## config.mk

```make
export PLATFORM = sky130hd
export DESIGN_NAME = mem_port_arbiter
export DESIGN_NICKNAME = d
export VERILOG_FILES = /design/src/rtl/mem_port_arbiter.sv
export SDC_FILE = /design/constraint.sdc
export NUM_CORES = 1
export LEC_CHECK = 0
export CORE_MARGIN = 2
export CORE_UTILIZATION = 36
export CTS_BUF_LIST = sky130_fd_sc_hd__clkbuf_8
export CTS_CLUSTER_DIAMETER = 120
export CTS_CLUSTER_SIZE = 10
export DETAILED_ROUTE_END_ITERATION = 12
export PLACE_DENSITY = 0.77
export SYNTH_ARGS = -nofsm -noshare
export SYNTH_HDL_FRONTEND = slang
export SYNTH_SLANG_ARGS = --single-unit
```

## constraint.sdc

```tcl
create_clock -name clock -period 1.65 [get_ports clock]
set_clock_uncertainty 0.1 [all_clocks]
set_input_delay 0.2475 -clock clock [delete_from_list [all_inputs] [get_ports clock]]
set_output_delay 0.2475 -clock clock [all_outputs]
set_load 0.01 [all_outputs]
```

## src/rtl/mem_port_arbiter.sv

```systemverilog
// Load/store arbiter for the single data-memory port, one transaction outstanding.
// Optional load-starvation guard compiled in with MEM_ARB_FAIR_EN.
module mem_port_arbiter #(
    parameter int STARVE_LIMIT = 4
) (
    input  logic        clock,
    input  logic        reset_n,
    input  logic        ld_req_valid,
    input  logic [31:0] ld_addr,
    input  logic [1:0]  ld_size,
    output logic        ld_req_ready,
    output logic        ld_resp_valid,
    output logic [31:0] ld_resp_data,
    input  logic        st_req_valid,
    input  logic [31:0] st_addr,
    input  logic [31:0] st_data,
    input  logic [1:0]  st_size,
    output logic        st_req_ready,
    output logic        st_done,
    output logic [1:0]  mem_cmd,
    output logic [31:0] mem_addr,
    output logic [31:0] mem_wdata,
    output logic [1:0]  mem_size,
    input  logic        mem_resp_valid,
    input  logic [31:0] mem_resp_data
);

    typedef enum logic [1:0] {IDLE, ISSUE, WAIT} state_t;

    localparam logic [1:0] CMD_NONE  = 2'd0;
    localparam logic [1:0] CMD_LOAD  = 2'd1;
    localparam logic [1:0] CMD_STORE = 2'd2;

    if (STARVE_LIMIT < 1 || STARVE_LIMIT > 15) begin : g_bad_limit
        $error("mem_port_arbiter: STARVE_LIMIT must be 1..15");
    end

    state_t state, state_nxt;
    logic   owner_st;
    logic   ld_due;
    logic   hs_ld, hs_st;

    assign hs_ld = ld_req_valid && ld_req_ready;
    assign hs_st = st_req_valid && st_req_ready;

`ifdef MEM_ARB_FAIR_EN
    logic [3:0] starve_cnt;

    assign ld_due = (starve_cnt == 4'(STARVE_LIMIT));

    // Counts store wins over a waiting load; never exceeds the limit.
    always_ff @(posedge clock or negedge reset_n) begin
        if (!reset_n) begin
            starve_cnt <= 4'd0;
        end else if (state == IDLE) begin
            if (hs_ld || !ld_req_valid) starve_cnt <= 4'd0;
            else if (hs_st)             starve_cnt <= starve_cnt + 4'd1;
        end
    end
`else
    assign ld_due = 1'b0;
`endif

    always_ff @(posedge clock or negedge reset_n) begin
        if (!reset_n) state <= IDLE;
        else          state <= state_nxt;
    end

    always_comb begin
        state_nxt = state;
        case (state)
            IDLE:    if (hs_ld || hs_st) state_nxt = ISSUE;
            ISSUE:   state_nxt = WAIT;
            WAIT:    if (mem_resp_valid) state_nxt = IDLE;
            default: state_nxt = IDLE;
        endcase
    end

    // Readies are gated by reset so they read 0 while reset is held.
    always_comb begin
        st_req_ready = 1'b0;
        ld_req_ready = 1'b0;
        if (reset_n && state == IDLE) begin
            st_req_ready = st_req_valid && !(ld_req_valid && ld_due);
            ld_req_ready = ld_req_valid && !st_req_ready;
        end
    end

    always_ff @(posedge clock or negedge reset_n) begin
        if (!reset_n) begin
            mem_cmd       <= CMD_NONE;
            mem_addr      <= 32'd0;
            mem_wdata     <= 32'd0;
            mem_size      <= 2'd0;
            owner_st      <= 1'b0;
            ld_resp_valid <= 1'b0;
            ld_resp_data  <= 32'd0;
            st_done       <= 1'b0;
        end else begin
            mem_cmd       <= CMD_NONE;
            ld_resp_valid <= 1'b0;
            st_done       <= 1'b0;
            if (hs_st) begin
                mem_cmd   <= CMD_STORE;
                mem_addr  <= st_addr;
                mem_wdata <= st_data;
                mem_size  <= st_size;
                owner_st  <= 1'b1;
            end else if (hs_ld) begin
                mem_cmd  <= CMD_LOAD;
                mem_addr <= ld_addr;
                mem_size <= ld_size;
                owner_st <= 1'b0;
            end
            if (state == WAIT && mem_resp_valid) begin
                if (owner_st) begin
                    st_done <= 1'b1;
                end else begin
                    ld_resp_valid <= 1'b1;
                    ld_resp_data  <= mem_resp_data;
                end
            end
        end
    end

endmodule
```

==> results of run 1 <==
[synth_stat cells (2+ instances only)]
library cell  number  share of area (%)
buf_2              3               0.33
nor2_1             5               0.42
a32oi_1           34                6.6
buf_4              3               0.50
a22oi_2           21                5.9
buf_6             10                2.5
clkbuf_1           8               0.67
and4bb_2           2               0.56
mux2_4             8                2.7
nand2_1           35                2.9
a22oi_1           13                2.2
dfrtp_1          105                 59
mux2_2            57                 14
[layout make-up]
type                       count  area share [%]
inverter                       1          0.0461
clock inverter                 5           0.691
clock buffer                  10            1.69
timing repair buffer         292            38.5
multi-input combinational    182            24.2
sequential                   105            32.3
tap                          168            2.58
[placed cells by master (no fill, tap or decap), types with 8 or more instances in the layout]
cell	count
dlygate4sd2_1	75
buf_6	8
clkdlybuf4s50_1	138
a22oi_2	34
dlymetal6s2s_1	24
a32oi_1	34
buf_4	22
clkbuf_16	8
dfrtp_1	105
buf_12	11
nand2_1	35
mux2_4	64
clkbuf_8	10
[sequential cells by signal (all words and copies together) (netlist names)]
register,count
mem_cmd,2
st_done,1
ld_resp_data,32
mem_wdata,32
state,2
owner_st,1
ld_resp_valid,1
mem_addr,32
mem_size,2
[metal layers]
| metal | part of all wire [%] | vias to the layer above |
|---|---|---|
| li1 | - | 1731 |
| met1 | 40 | 1944 |
| met2 | 50 | 167 |
| met3 | 8.2 | 19 |
| met4 | 1.8 | 0 |
| met5 | 0 | - |
[per-stage QoR]
step                hold WS (ns)  setup slack, ns
global route             -0.0657           -0.160
detailed placement        0.0643           -0.293
floorplan                 -0.148           0.0821
finish                    -0.116          -0.0965
CTS                       -0.116          -0.0876
global placement          0.0583           -0.286
[power by group]
part	switching (W)	internal (W)
sequential	0.000742	0.00365
clock	0.000889	0.000736
combinational	0.00203	0.00329
[what timing repair did]
item | in CTS | in global routing
gates resized for setup | 125 | 70
pin swaps | 14 | 44
endpoints found under the setup margin | 176 | 123
gates cloned | 4 | 9
buffers inserted | 11 | 5
endpoints found under the hold margin | 53 | 49
[cell families after synthesis]
| family | after synthesis |
|---|---|
| and+or+nand+nor | 48 |
| buffers and inverters | 26 |
| DFF | 105 |
| muxes | 65 |
| AOI/OAI and AO/OA | 69 |
[worst register-to-register path: cells and delay by family, from the launching register on]
| kind | cells | cell delay (ns) |
|---|---|---|
| and+or+nand+nor | 2 | 0.61 |
| DFF | 1 | 0.41 |
| buffers and inverters | 2 | 0.36 |
| AOI/OAI and AO/OA | 1 | 0.15 |
[final timing paths]
kind,end,slack [ns],startpoint
setup / recovery,mem_addr[1],-0.1,state[0]
hold / removal,mem_cmd[1],-0.12,reset_n
setup reg to reg,mem_addr[1],-0.1,state[0]
hold reg to reg,ld_resp_data[27],0.41,ld_resp_data[27]
max in group asynchronous,mem_addr[6],0.44,reset_n
min in group clock,mem_addr[2],0.37,st_addr[2]
==> metrics, run 1 <==
CTS tree=done; I/O pin cnt=241; CP Cell Sequence=buf_6, or3b_4, clkbuf_16, a22oi_2, nand2_1; Worst-Skew Late Latency=0.38 ns; grt ovf=0; DIE WIDTH=116 um; total core area=12100 um2; biggest cell delay along the critical path=0.53 ns; placed cells=718; fin crit share=106%; Inserted Clock Buffers=9; ant diodes=0; initial antenna violation count=0; Sum Neg Setup Slack=-5.09 ns; pwr dens=1390 nW/um2; Worst Hold Class=in -> async; number of buffers added on ports=240; DR vias=3861; first-pass iteration count of the detailed router=4; global-route wire length before repair=21000 um; Yosys warning count=0; DPL Wire Length=9520 um; root buffer cell=clkbuf_8; unrepaired setup endpoints after global routing=true; largest net degree at the start of global routing=53; Synthesized Nets=450; CP Depth=5; hold slack=-0.116 ns; Final WS setup=-0.0965 ns; status=finished, violations left; largest family of logic cells by synthesized area=multiplexers; leakage=3.83 nW; Pwr Total=0.0113 W; fin cells=763; Area Overhead vs Synth=81.6%; fin crit period=1.75 ns; die span in y=116 um; syn_area_per_cell=14.3 um2; grt peak-use layer=met2; Crit. End Element=flop; final wirelength=15400 um; CP Data Required Time=1.81 ns; xor and xnor fraction of the mapped netlist area=0%; Setup violations, final=101; # nets final=728; Max-Cap Viols=0; crit start category=flop; register area share after synthesis=58.6%; DRC errors left=0; critical path fanouts, max=7; CTS H-tree depth=3; netlist area before placement=4480 um2; CP delay by family, top=simple AND/OR/NAND/NOR gates; vias in the first global route=3926; Post-CTS Hold Buffers=1; Post-Synth Simple-Gate Area=5.13%; GP Congestion=0.753; DP Area=7200 um2; f_max=0.573 GHz; Core Util, Final=67.5%; Arrival @ worst endpoint=1.90 ns; critical path's slowest cell=or3b_4; # fillers=863; post-synthesis mux area share=17.0%; Synth Register Bits=105; Worst-path clk slew=0.10 ns; Slew Viols, Final=0; GRT Resource Usage Total=20.7%; post-synthesis adder-cell area fraction=0%; area of the multi-input gates=1970 um2; Vias/cell=5.06; final instance area=8140 um2; Yosys cell types=22; CP bufs+invs=2; Std-Cell Rows=40; Die ar.=13400 um2; Hold Vio Cnt, Final=49; Setup CP Type=reg -> reg; Avg WL per Cell=20.1 um; Iter 0 DRT Violations=209; clk buf depth=2; Register Area=2630 um2; Top FF cell, synth=dfrtp_1; GRT met3 Usage=6.38%; Worst Reg2Reg Path Length in Cells=5; Compound-Gate Fraction of Synth Area=14.8%; Initial Utilization=37.2%; Max VDD drop=0.705 mV; Cells after Synth=313; GRT met1 Usage=24.6%; layout cells sized above 1=29.4%; Worst Tran Pin Value=0.678 ns; EDFF count, synth=0; met2 GRT Util=35.0%; Slew HR=54.8%; violations in the final reports=hold timing, setup timing; antenna-violating nets left=0; fraction of registers with async set/reset=100%; clock sink count=105
Power figures use the tool's default switching activity.
==> run 2: changes to the inputs <==
PLACE_DENSITY = 0.79   (was 0.77)
SLEW_MARGIN = 20   (was not set)
==> run 2 against run 1 <==
Effect of this change:
- the run ends with setup timing left
- via count grew 1.8%
- register-to-register slack got worse by 0.02 ns
- critical path depth unchanged
- non-clock buffer count fell by 1
- flip-flop and latch count unchanged
- sequential power is essentially flat
- setup slack worse by 0.019 ns
==> metrics, run 2 (synthesis gave the netlist of run 1 again) <==
biggest cell delay along the critical path=0.52 ns; critical path fanouts, max=8; crit start category=flop; GRT Resource Usage Total=21.6%; first-pass iteration count of the detailed router=4; CP Data Required Time=1.82 ns; CTS H-tree depth=3; violations in the final reports=setup timing; Die ar.=13400 um2; Inserted Clock Buffers=9; DR vias=3929; CTS tree=done; Avg WL per Cell=20.8 um; clk buf depth=2; Setup CP Type=reg -> reg; status=finished, violations left; Vias/cell=5.16; CP Depth=5; antenna-violating nets left=0; Worst Tran Pin Value=0.626 ns; Hold Vio Cnt, Final=0; fin crit period=1.77 ns; most common cell after layout, fill and taps aside=clkdlybuf4s50_1; clock sink count=105; layout cells sized above 1=29.0%; Crit. End Element=flop; grt ovf=0; CP bufs+invs=2; worst reg-to-reg setup slack=-0.12 ns; ant diodes=0; Worst Hold Class=in -> async; f_max=0.566 GHz; Iter 0 DRT Violations=215; DPL Wire Length=10100 um; Final WS setup=-0.116 ns; Worst-Skew Late Latency=0.37 ns; Arrival @ worst endpoint=1.93 ns; total core area=12100 um2; fin crit share=107%; GP Congestion=0.780; Slew HR=58.3%; Area Overhead vs Synth=80.6%; Setup violations, final=101; Max-Cap Viols=0; pwr dens=1400 nW/um2; Largest regs=ld_resp_data: 32 flops, mem_addr: 32 flops, mem_wdata: 32 flops; Worst Reg2Reg Path Length in Cells=5; critical path's slowest cell=or3b_4; initial antenna violation count=0; commonest cells after routing, fill and taps aside=clkdlybuf4s50_1 (141), dfrtp_1 (105), dlygate4sd2_1 (64); DIE WIDTH=116 um; root buffer cell=clkbuf_8; number of buffers added on ports=240; dpl ws=-0.318 ns; Initial Utilization=37.2%; DRC errors left=0; Worst-path clk slew=0.10 ns; global-route wire length before repair=21800 um; largest net degree at the start of global routing=51; Std-Cell Rows=40; I/O pin cnt=241; vias in the first global route=4202; CP Cell Sequence=buf_6, or3b_4, clkbuf_16, a22oi_2, nand2_1; CP delay by family, top=simple AND/OR/NAND/NOR gates; leakage=3.84 nW; die span in y=116 um; # nets final=727; # fillers=867; Max VDD drop=0.722 mV; Sum Neg Setup Slack=-6.84 ns; final wirelength=15900 um; unrepaired setup endpoints after global routing=true; Slew Viols, Final=0
## run 2: routing by layer
metal	track usage, %	share of wire [%]	up-vias
li1	-	-	1741
met1	23.3	37	1968
met2	39.3	53	193
met3	6.33	8.0	27
met4	9.13	2.3	0
met5	0	0	-
## run 2: worst paths after layout
path | start | endpoint
worst min register to register | ld_resp_data[12] | ld_resp_data[12]
max in group asynchronous | reset_n | mem_wdata[9]
worst min-delay path | reset_n | state[0]
worst max-delay path | state[0] | mem_addr[13]
min in group clock | st_addr[14] | mem_addr[14]
worst max register to register | state[0] | mem_addr[13]
## run 2: power by group
group	switching (W)	internal [W]	total, W
sequential	0.000741	0.00365	0.00439
clock	0.000877	0.000736	0.00161
combinational	0.00204	0.00329	0.00533
total	0.00366	0.00767	0.0113
## run 2: area by class of cell
type	instances	area, um2	share of cell area (%)
inverters	1	3.75	0.0463
multi-input cells	182	1940	24.0
flip-flops and latches	105	2630	32.4
clock inverters	5	56.3	0.695
well taps	168	210	2.59
repair buffers	291	3120	38.5
clock buffers	10	138	1.70
## run 2: worst min-delay path, cell delays in order
cell           delay [ns]
buf_4                0.09
buf_4                0.14
dlygate4sd3_1        0.65
## run 2: stage by stage
| step | util, % | cells | power, W | hold slack, ns | instance area (um2) |
|---|---|---|---|---|---|
| after floorplan | - | 313 | 0.00635 | -0.148 | 4480 |
| after global placement | 59.5 | 716 | 0.00921 | 0.0690 | 7170 |
| after detailed placement | 59.5 | 716 | 0.00939 | 0.0690 | 7170 |
| after CTS | 62.7 | 747 | 0.0109 | 0.244 | 7560 |
| after global routing | 67.2 | 762 | 0.0119 | 0.270 | 8100 |
| final | 67.2 | 762 | 0.0113 | 0.281 | 8100 |
## run 2: timing repair
item / CTS / global route
hold buffers: 3 / 0
setup buffers: 10 / 5
gates cloned: 3 / 10
pin swaps: 22 / 46
hold endpoints to repair: 61 / 0
gates resized for setup: 99 / 82
setup endpoints to repair: 157 / 131
==> run 3: changes to the inputs <==
SLEW_MARGIN = 10   (was 20)
==> results of run 3 <==
Same layout as run 2: the final DEF is identical, and so are final timing and power.
